`config.mk`:
```
export PLATFORM = sky130hd
export DESIGN_NAME = data_mem_arbiter
export DESIGN_NICKNAME = d
export VERILOG_FILES = /design/src/rtl/data_mem_pkg.sv /design/src/rtl/rr_arb2.sv /design/src/rtl/data_mem_arbiter.sv
export SDC_FILE = /design/constraint.sdc
export NUM_CORES = 1
export LEC_CHECK = 0
export CAP_MARGIN = 20
export CORE_MARGIN = 2
export CORE_UTILIZATION = 42
export CTS_CLUSTER_SIZE = 14
export DETAILED_ROUTE_END_ITERATION = 8
export GPL_TIMING_DRIVEN = 0
export PLACE_DENSITY = 0.82
export SYNTH_ARGS = -nofsm -noshare
export SYNTH_HDL_FRONTEND = slang
export SYNTH_SLANG_ARGS = --single-unit
```
`constraint.sdc`:
```
create_clock -name clock -period 4.1 [get_ports clock]
set_input_delay 0.82 -clock clock [delete_from_list [all_inputs] [get_ports clock]]
set_output_delay 0.82 -clock clock [all_outputs]
set_load 0.01 [all_outputs]
```
`src/rtl/data_mem_pkg.sv`:
```
// rtl/data_mem_pkg.sv - shared encodings and address check for the data memory arbiter
package data_mem_pkg;

    localparam int unsigned DEFAULT_MEM_BYTES = 128;

    typedef enum logic [1:0] {
        IDLE   = 2'd0,
        ACCESS = 2'd1,
        RESP   = 2'd2
    } state_t;

    typedef enum logic {
        PORT_CPU = 1'b0,
        PORT_DMA = 1'b1
    } port_t;

    // 33-bit sum so an address near 2^32 cannot wrap back into range.
    function automatic logic addr_legal(input logic [31:0] addr, input logic [32:0] last_byte);
        logic [32:0] top_byte;
        top_byte = {1'b0, addr} + 33'd3;
        return (addr[1:0] == 2'b00) && (top_byte <= last_byte);
    endfunction

endpackage

```
`src/rtl/rr_arb2.sv`:
```
// rtl/rr_arb2.sv - two-way round-robin decision, combinational
module rr_arb2 (
    input  logic [1:0] req,
    input  logic       last,
    output logic       grant,
    output logic       valid
);

    always_comb begin
        valid = |req;
        if (req == 2'b11) begin
            grant = ~last;
        end else begin
            grant = req[1];
        end
    end

endmodule

```
`src/rtl/data_mem_arbiter.sv`:
```
// rtl/data_mem_arbiter.sv - CPU/DMA arbiter in front of a single-port data RAM
module data_mem_arbiter
    import data_mem_pkg::*;
#(
    parameter int unsigned MEM_BYTES  = DEFAULT_MEM_BYTES,
    parameter logic        RESET_LAST = 1'b1
) (
    input  logic        clock,
    input  logic        reset_n,
    input  logic        cpu_req,
    input  logic        cpu_we,
    input  logic [31:0] cpu_addr,
    input  logic [31:0] cpu_wdata,
    output logic        cpu_ack,
    output logic        cpu_err,
    output logic [31:0] cpu_rdata,
    input  logic        dma_req,
    input  logic        dma_we,
    input  logic [31:0] dma_addr,
    input  logic [31:0] dma_wdata,
    output logic        dma_ack,
    output logic        dma_err,
    output logic [31:0] dma_rdata,
    output logic [31:0] mem_addr,
    output logic [31:0] mem_wdata,
    output logic        mem_write,
    output logic        mem_read,
    input  logic [31:0] mem_rdata
);

    localparam logic [32:0] LAST_BYTE = 33'(MEM_BYTES) - 33'd1;

    state_t      state_q, state_d;
    logic        last_q, last_d;
    port_t       sel_q, sel_d;
    logic        we_q, we_d;
    logic [31:0] addr_q, addr_d;
    logic [31:0] wdata_q, wdata_d;
    logic        err_q, err_d;
    logic [31:0] rdata_q, rdata_d;

    logic        arb_grant;
    logic        arb_valid;
    logic        req_we;
    logic [31:0] req_addr;
    logic [31:0] req_wdata;
    logic        req_legal;

    rr_arb2 u_rr_arb2 (
        .req   ({dma_req, cpu_req}),
        .last  (last_q),
        .grant (arb_grant),
        .valid (arb_valid)
    );

    assign req_we    = arb_grant ? dma_we    : cpu_we;
    assign req_addr  = arb_grant ? dma_addr  : cpu_addr;
    assign req_wdata = arb_grant ? dma_wdata : cpu_wdata;
    assign req_legal = addr_legal(req_addr, LAST_BYTE);

    always_ff @(posedge clock or negedge reset_n) begin
        if (!reset_n) begin
            state_q <= IDLE;
            last_q  <= RESET_LAST;
            sel_q   <= PORT_CPU;
            we_q    <= 1'b0;
            addr_q  <= '0;
            wdata_q <= '0;
            err_q   <= 1'b0;
            rdata_q <= '0;
        end else begin
            state_q <= state_d;
            last_q  <= last_d;
            sel_q   <= sel_d;
            we_q    <= we_d;
            addr_q  <= addr_d;
            wdata_q <= wdata_d;
            err_q   <= err_d;
            rdata_q <= rdata_d;
        end
    end

    // Outputs decode from registered state only, so reset clears them at once.
    always_comb begin
        state_d   = state_q;
        last_d    = last_q;
        sel_d     = sel_q;
        we_d      = we_q;
        addr_d    = addr_q;
        wdata_d   = wdata_q;
        err_d     = err_q;
        rdata_d   = rdata_q;
        mem_addr  = '0;
        mem_wdata = '0;
        mem_write = 1'b0;
        mem_read  = 1'b0;
        cpu_ack   = 1'b0;
        cpu_err   = 1'b0;
        cpu_rdata = '0;
        dma_ack   = 1'b0;
        dma_err   = 1'b0;
        dma_rdata = '0;

        case (state_q)
            IDLE: begin
                if (arb_valid) begin
                    sel_d   = port_t'(arb_grant);
                    last_d  = arb_grant;
                    we_d    = req_we;
                    addr_d  = req_addr;
                    wdata_d = req_wdata;
                    err_d   = ~req_legal;
                    rdata_d = '0;
                    state_d = req_legal ? ACCESS : RESP;
                end
            end
            ACCESS: begin
                mem_addr  = addr_q;
                mem_wdata = wdata_q;
                mem_write = we_q;
                mem_read  = ~we_q;
                rdata_d   = we_q ? 32'h0 : mem_rdata;
                state_d   = RESP;
            end
            RESP: begin
                if (sel_q == PORT_CPU) begin
                    cpu_ack   = 1'b1;
                    cpu_err   = err_q;
                    cpu_rdata = rdata_q;
                end else begin
                    dma_ack   = 1'b1;
                    dma_err   = err_q;
                    dma_rdata = rdata_q;
                end
                state_d = IDLE;
            end
            default: state_d = IDLE;
        endcase
    end

endmodule
```
# == Yosys cells after proc, flatten, opt, wreduce, memory -nomap -nowiden ==
# Cells that the tools add are included.
# op_classes
add_sub_neg,1
magnitude_cmp,1
eq_ne,4
n_mux,26
bitwise_logic,3
reduce_logical,7
# ops
op,count
32-bit two-way mux,10
32-bit case mux with 2 select lines,1
"32-bit by 2-bit adder with 33-bit output, second input constant",1
"33-bit by 7-bit <= comparator with 1-bit output, second input constant",1
1-bit two-way mux,12
"2-bit == test, second input constant",2
2-bit logical NOT,2
2-bit two-way mux,2
2-bit case mux with 2 select lines,1
2-bit AND reduction,2
1-bit NOT,3
"2-bit by 1-bit == test with 1-bit output, second input constant",1
"2-bit != test, second input constant",1
2-bit nonzero test,1
2-bit OR reduction,1
1-bit logical AND,1
# totals
register_bits,102
in_bits,166
output_inout_bits,134
word_cells,50

# == Longest topological paths before layout ==
# Gate-level depths: netlist (run 1).
# logic_depth
depth_word,9
mapped_depth,15
mapped_depth_nobuf,11

# == Hierarchy ==
# A second synthesis (run 1) with hierarchy kept.
# unflattened
cells_unflattened,655
hier_area_um2,6052.1
# modules_own_cells
mod,instances,cells_each,area_each_um2,seq_area_each_um2
data_mem_arbiter,1,653,6038.3,2553.7
rr_arb2,1,2,13.8,0.0

# == Worst setup path before layout (run 1) ==
# No wires, ideal clock.
# synth_timing
kind,input to register
start,input port dma_req
end,register err_q
setup_time_ns,0.129
arrival_time_ns,3.681
required_time_ns,3.971
path_slack_ns,0.290
path_stages,15
n_path_buf,4
path_cell_list,a21bo_1 buf_2 buf_1 buf_2 buf_1 mux2i_1 ha_1 nand2b_1 nor4_1 o22ai_1 nor4b_1 nand4_1 nand3_1 nor4b_2 a21oi_1
# synth_via
elab_chain_len,7
word_cells_on_any_way,10
cone_classes,1 x add/sub; 1 x order compare; 1 x eq/ne; 2 x mux; 1 x bitwise; 4 x reduce/logical
# synth_lines
element,line_no,source
"start, declared",data_mem_arbiter.sv:17,"input logic dma_req,"
2-bit == test,rr_arb2.sv:11,if (req == 2'b11) begin
1-bit two-way mux,rr_arb2.sv:11,
32-bit two-way mux,data_mem_arbiter.sv:57,assign req_addr = arb_grant ? dma_addr : cpu_addr;
32-bit by 2-bit adder with 33-bit output,data_mem_pkg.sv:20,"top_byte = {1'b0, addr} + 33'd3;"
33-bit by 7-bit <= comparator with 1-bit output,data_mem_pkg.sv:21,return (addr[1:0] == 2'b00) && (top_byte <= last_byte);
1-bit logical AND,data_mem_pkg.sv:21,
1-bit NOT,data_mem_arbiter.sv:112,err_d = ~req_legal;
"end signal, assigned",data_mem_arbiter.sv:78,err_q <= err_d;
"end, declared",data_mem_arbiter.sv:39,"logic err_q, err_d;"
# Parallel ways exist; a longest one is shown, timed or not.
# A chain may end at the register's enable or synchronous reset.

# == Final worst setup path (run 1) ==
# layout_timing
start,input port cpu_req
end,register err_q
# layout_via
elab_chain_len,7
word_cells_on_any_way,10
cone_classes,1 x add/sub; 1 x order compare; 1 x eq/ne; 2 x mux; 1 x bitwise; 4 x reduce/logical
# layout_lines
element,line_no,source
"start, declared",data_mem_arbiter.sv:10,"input logic cpu_req,"
2-bit == test,rr_arb2.sv:11,
1-bit two-way mux,rr_arb2.sv:11,
32-bit two-way mux,data_mem_arbiter.sv:57,
32-bit by 2-bit adder with 33-bit output,data_mem_pkg.sv:20,
33-bit by 7-bit <= comparator with 1-bit output,data_mem_pkg.sv:21,
1-bit logical AND,data_mem_pkg.sv:21,
1-bit NOT,data_mem_arbiter.sv:112,
# Parallel ways exist; a longest one is shown, timed or not.

==> run metrics, run 1 <==
Setup WS pre-CTS -1.34 ns; met3 usage 0.0646; Crit Path Class primary input to flop; Post-synth top cells and2_1 (131), nand2_1 (122), dfrtp_1 (101); setup TNS 0 ns; most used routing layer met2; cell taking the most area after synthesis dfrtp_1; insertion delay to the later sink of the worst-skew pair 0.36 ns; num ports 300; Mapped Nets 919; area of the multi-input gates 3500 µm²; TritonCTS Buffers 9; Final setup viols 0; H-Tree Depth 3; Cells after Synth 752; Worst-Margin Slew 0.945 ns; Port Buffers 299; Initial DRC Count 618; total global-route track usage 0.295; Die Area 15800 µm²; Max Cap Viol 0; post-synth top area share 0.405; Final min period 3.96 ns; RePlAce Congestion 0.941; Cell Area, Synth 6230 µm²; CTS tree yes; Placeable Area 14500 µm²; Final Cycle Share 0.965; die width 126 µm; initial antenna violation count 0; Site Rows 44; final core utilization 0.682; final hold viol count 0; Yosys cell types 54; warnings from Yosys 0; Wirelength per Cell 19.1 µm; post-synthesis sequential area ratio 0.410; Switching Fraction 0.294; DRC 0; Flop pwr share 0.412; internal power 2090 µW; ys flop type dfrtp_1; Final Skew 0.00437 ns; Clock Sinks 102; postcts setup bufs 0; status finished, final reports clean; Req. time, crit path 4.34 ns; Switch Pwr 871 µW; Nets 1230; antenna cell count 0; Async SR Flop Fraction 1.00; worst min path class primary input to asynchronous set/reset pin; crit path capture type flop; grt total ovfl 0; non-filler cells, final 1252; global-route wire length before repair 37000 µm; vias per std cell 5.53; Max transition margin 0.368; fill count 1209; DP HPWL 18300 µm; power density cells 299 nW/µm²; clk buf depth 2; EDFF count, synth 0; die outline height 126 µm; vias in the first global route 6706; top cells by area, synth dfrtp_1 (41%), and2_1 (13%), nand2_1 (7.3%); Initial Utilization 0.429; Layout area overhead 59.0%; CTS Root Buffer Type clkbuf_16; syn_area_per_cell 8.29 µm²; fmax 0.253 GHz; placed cells 1236; Setup crit start kind primary input; GR Util met1 0.361; worst setup margin 0.144 ns; Clock Pin Slew Worst Setup and Hold Paths 0.07 ns; Reg area 2550 µm²; met2 layer usage reported by global route 0.517; share of cells above drive strength 1 0.0412; total power 2960 µW; crit path DAT 4.19 ns; antenna-violating nets left 0; clock share of power 0.347; Comb power frac 0.241; CP max FO 10; DRT Wirelength 23900 µm; hold_buf cts 0; most frequent cell after synthesis and2_1; Final Max Slew Viols 0; first-pass detailed-route iteration total 5; largest net degree at the start of global routing 53; flops & latches, synth 102; leak pwr 0.00402 µW; Vias 6926; worst vdd ir 266 µV
==> state kept, by name, summed over array words and instances (netlist names) <==
signal and cells:
rdata_q 32, we_q 1, state_q 2, addr_q 32, err_q 1, wdata_q 32, last_q 1, sel_q 1
==> placed cells by master (no fill, tap or decap), drive strengths merged, types with 3 or more instances in the layout <==
cell type / count
nand3: 20
clkdlybuf4s50: 297
nand2b: 4
and3: 5
nor4b: 7
mux2: 5
nor2: 77
and2: 131
a31oi: 51
a21oi: 22
nand4: 15
nand2: 122
xnor2: 9
bufinv: 3
inv: 7
nor3b: 3
a22o: 32
nor3: 14
o2111ai: 5
or4: 3
nor4: 5
o21ai: 7
buf: 17
mux2i: 20
clkbuf: 48
dfrtp: 101
==> critical path: stages <==
cell and delay [ns]:
clkdlybuf4s50_1 0.52, a21bo_2 0.20, buf_4 0.21, buf_6 0.17, buf_6 0.18, buf_6 0.17, mux2i_1 0.11, ha_1 0.26
nand2b_1 0.17, nor4_2 0.20, o22ai_2 0.15, nor4b_2 0.36, nand4_1 0.13, nand3_1 0.16, nor4b_4 0.26, a21oi_1 0.11
==> power groups by stage <==
stage | logic [µW] | registers, µW | clock network (µW)
detailed placement | 698 | 1240 | 0
global route | 784 | 1240 | 1080
finish | 715 | 1220 | 1030
global placement | 686 | 1230 | 0
floorplan | 356 | 1220 | 0
CTS | 709 | 1220 | 1040
==> final timing paths <==
kind / end / start / cells after the start / slack, ns
min reg2reg: rdata_q[21] / rdata_q[21] / 1 / 0.52
max: err_q / cpu_req / 16 / 0.14
max in group asynchronous: last_q / reset_n / 2 / 2.85
min: addr_q[14] / reset_n / 1 / 0.49
max reg2reg: err_q / last_q / 15 / 0.61
min in group clock: rdata_q[21] / rdata_q[21] / 1 / 0.52
==> layout make-up <==
type,count,share of cell area
multi-input combinational,591,0.353
buffer,53,0.0232
inverter,6,0.00227
clock inverter,6,0.0119
tap,184,0.0232
timing repair buffer,300,0.305
sequential,102,0.258
clock buffer,10,0.0241
==> routing by layer <==
layer,routed length (µm),vias up
met5,0,-
met4,669,0
met2,12000,360
met3,1910,52
li1,-,3243
met1,9320,3271
==> kinds of logic after synthesis <==
group | count (synthesis) | synth area share
AO/OA/AOI/OAI | 137 | 0.155
XOR/XNOR | 11 | 0.0155
adder cells (fa/ha/maj) | 1 | 0.00201
buffers and inverters | 59 | 0.0367
flip-flops | 102 | 0.410
multiplexers | 25 | 0.0411
AND/OR/NAND/NOR | 417 | 0.340
==> metrics by stage <==
stage / hold WS (ns) / area (µm²)
floorplan: 0.471 / 6230
global placement: 0.493 / 9460
detailed placement: 0.492 / 9480
CTS: 0.516 / 9880
global route: 0.540 / 9910
finish: 0.491 / 9910
==> timing repair <==
action                                  CTS  global route
pin swaps                                 1             1
hold endpoints to repair                  0             0
endpoints found under the setup margin    3             3
resized for setup                        10             8
cloned                                    0             0
Power figures use the tool's default switching activity.
==> run 2: changes to the inputs <==
--- a/config.mk
+++ b/config.mk
@@ -7,11 +7,12 @@
 export LEC_CHECK = 0
 export CAP_MARGIN = 20
 export CORE_MARGIN = 2
-export CORE_UTILIZATION = 42
+export CORE_UTILIZATION = 48
 export CTS_CLUSTER_SIZE = 14
 export DETAILED_ROUTE_END_ITERATION = 8
+export DONT_BUFFER_PORTS = 1
 export GPL_TIMING_DRIVEN = 0
-export PLACE_DENSITY = 0.82
+export SLEW_MARGIN = 5
 export SYNTH_ARGS = -nofsm -noshare
 export SYNTH_HDL_FRONTEND = slang
 export SYNTH_SLANG_ARGS = --single-unit
==> run 2 against run 1 <==
  * Critical path depth fell by 1
  * Global-route usage decreased by 0.60 points
  * Critical endpoint unchanged
  * Largest cell class unchanged
  * Largest power group unchanged
  * Count of clock-buffer cells in the layout is 2 higher
==> run metrics, run 2 (same netlist as run 1, synthesis figures left out) <==
clock share of power 0.350 (+0.003); Clock Pin Slew Worst Setup and Hold Paths 0.07 ns (about the same); largest net degree at the start of global routing 103 (+94%); clk buf depth 2 (unchanged); H-Tree Depth 3 (unchanged); Initial DRC Count 414 (-33%); insertion delay to the later sink of the worst-skew pair 0.34 ns (-0.02 ns); final hold viol count 0 (unchanged); total global-route track usage 0.289 (-0.00605); Wirelength per Cell 21.4 µm (+12%); most frequent cells in the layout and2_1 (131), nand2_1 (122), dfrtp_1 (101); antenna-violating nets left 0 (unchanged); Req. time, crit path 4.32 ns (-0.02 ns); first-pass detailed-route iteration total 5 (unchanged); Max Cap Viol 0 (unchanged); RePlAce Congestion 0.910 (-3.2%); cells along the critical path a21bo_1, clkbuf_4, clkbuf_4, clkbuf_4, buf_4, mux2i_1, ha_1, nand2b_1, nor4_1, o22ai_1, nor4b_1, nand4_1, nand3_1, nor4b_2, a21oi_1; Port Buffers 0 (-100%); FF-to-FF End err_q; Clock Sinks 102 (unchanged); Vias 5818 (-16%); num ports 300 (unchanged); CP max FO 10 (unchanged); worst setup margin 0.287 ns (+0.143 ns); top flop regs addr_q x32, rdata_q x32, wdata_q x32; Crit Path Class flop to flop; Worst-Margin Slew 1.01 ns (+0.0605 ns); Final Cycle Share 0.930 (-0.0349); Site Rows 41 (-6.8%); Comb power frac 0.183 (-0.058); die outline height 118 µm (-6.3%); r2r startpoint last_q; TritonCTS Buffers 9 (unchanged); Final Max Slew Viols 0 (unchanged); Nets 930 (-24%); fmax 0.262 GHz (+3.8%); Layout area overhead 8.75%; placed inst area 6450 µm² (-32%); DP HPWL 15300 µm (-16%); crit path DAT 4.04 ns (-0.15 ns); hold_buf cts 0 (unchanged); antenna cell count 0 (unchanged); DRT Wirelength 20100 µm (-16%); Placeable Area 12700 µm² (-13%); status finished, final reports clean; total power 2610 µW (-12%); global-route wire length before repair 32000 µm (-13%); Switch Pwr 761 µW (-13%); die width 118 µm (-6.3%); Final min period 3.81 ns (-0.143 ns); flop2flop setup slack 0.29 ns (-0.32 ns); Post-Layout Inst Area 6780 µm² (-32%); Die Area 13900 µm² (-12%); initial antenna violation count 0 (unchanged); CTS Root Buffer Type clkbuf_16; slowest stage delay, CP 0.54 ns (+0.02 ns); vias in the first global route 5843 (-13%); share of cells above drive strength 1 0.0456 (+0.00437); commonest non-fill, non-tap cell in the layout and2_1; Max transition margin 0.328 (-0.0404); crit path capture type flop; CP max-delay cell dfstp_2; Setup WS pre-CTS -0.846 ns (+0.496 ns); vias per std cell 6.19 (+12%); Switching Fraction 0.292 (-0.00232); grt total ovfl 0 (unchanged); CTS tree yes; R2R depth 15 (unchanged); Initial Utilization 0.492 (+0.0631); Final setup viols 0 (unchanged); most frequent CP cell clkbuf_4; Final Skew 0.00517 ns (+0.000798 ns); leak pwr 0.00285 µW (-29%); power density cells 384 nW/µm² (+29%); postcts setup bufs 0 (unchanged); Setup crit start kind flop; worst min path class primary input to asynchronous set/reset pin; setup TNS 0 ns (unchanged); Flop pwr share 0.467 (+0.055); DRC 0 (unchanged); worst vdd ir 209 µV (-21%); unrepaired setup endpoints after global routing no; internal power 1840 µW (-12%); Hold WS 0.160 ns (-0.331 ns)
-- run 2: cell count changes in the layout (fill, tap and decap cells not counted), moves of 3 or more --
cell             delta
clkdlybuf4s50_1   -297
buf_6               -3
clkbuf_4            +3
nor4_1              +3
nor4_2              -3
-- run 2: worst max-delay path by stage --
| stage | from | endpoint | cells after the start |
|---|---|---|---|
| 3_5_place_dp | dma_req | err_q | 15 |
| 5_1_grt | last_q | err_q | 15 |
| 6_report | last_q | err_q | 15 |
| 3_3_place_gp | dma_req | err_q | 15 |
| 2_1_floorplan | dma_req | err_q | 15 |
| 4_1_cts | last_q | err_q | 15 |
-- run 2: timing repair --
item,CTS,global route
endpoints found under the hold margin,0,0
setup endpoints to repair,3,3
resized for setup,3,3
-- run 2: routing by layer --
layer / vias to the layer above / global-route usage / part of all wire
li1: 2646 / - / -
met1: 2832 / 0.353 / 0.40
met2: 290 / 0.491 / 0.50
met3: 50 / 0.0678 / 0.077
met4: 0 / 0.117 / 0.031
met5: - / 0 / 0
-- run 2: area by class of cell --
class                           count  area (µm²)
Multi-Input combinational cell    591        3450
Clock buffer                       12         267
Tap cell                          172         215
Inverter                            6        22.5
Buffer                             53         219
Clock inverter                      4        51.3
Fill cell                        1226        5890
Sequential cell                   102        2550
-- run 2: power by group through the flow --
stage / Combinational [µW] / Clock (µW) / Sequential, µW
floorplan: 356 / 0 / 1220
global placement: 461 / 0 / 1230
detailed placement: 471 / 0 / 1240
CTS: 475 / 927 / 1220
global route: 535 / 968 / 1240
finish: 477 / 911 / 1220
-- run 2: worst max-delay path, delay by kind of cell (launching register included) --
kind	cells	cell delay (ns)
AO/OA/AOI/OAI	3	0.46
multiplexers	1	0.14
flip-flops	1	0.54
AND/OR/NAND/NOR	6	1.29
adder cells (fa/ha/maj)	1	0.26
buffers and inverters	4	1.01
-- run 2: per-stage QoR --
| step | util | instances |
|---|---|---|
| after floorplan | - | 752 |
| after global placement | 0.509 | 924 |
| after detailed placement | 0.509 | 924 |
| after CTS | 0.535 | 940 |
| after global routing | 0.535 | 940 |
| final | 0.535 | 940 |
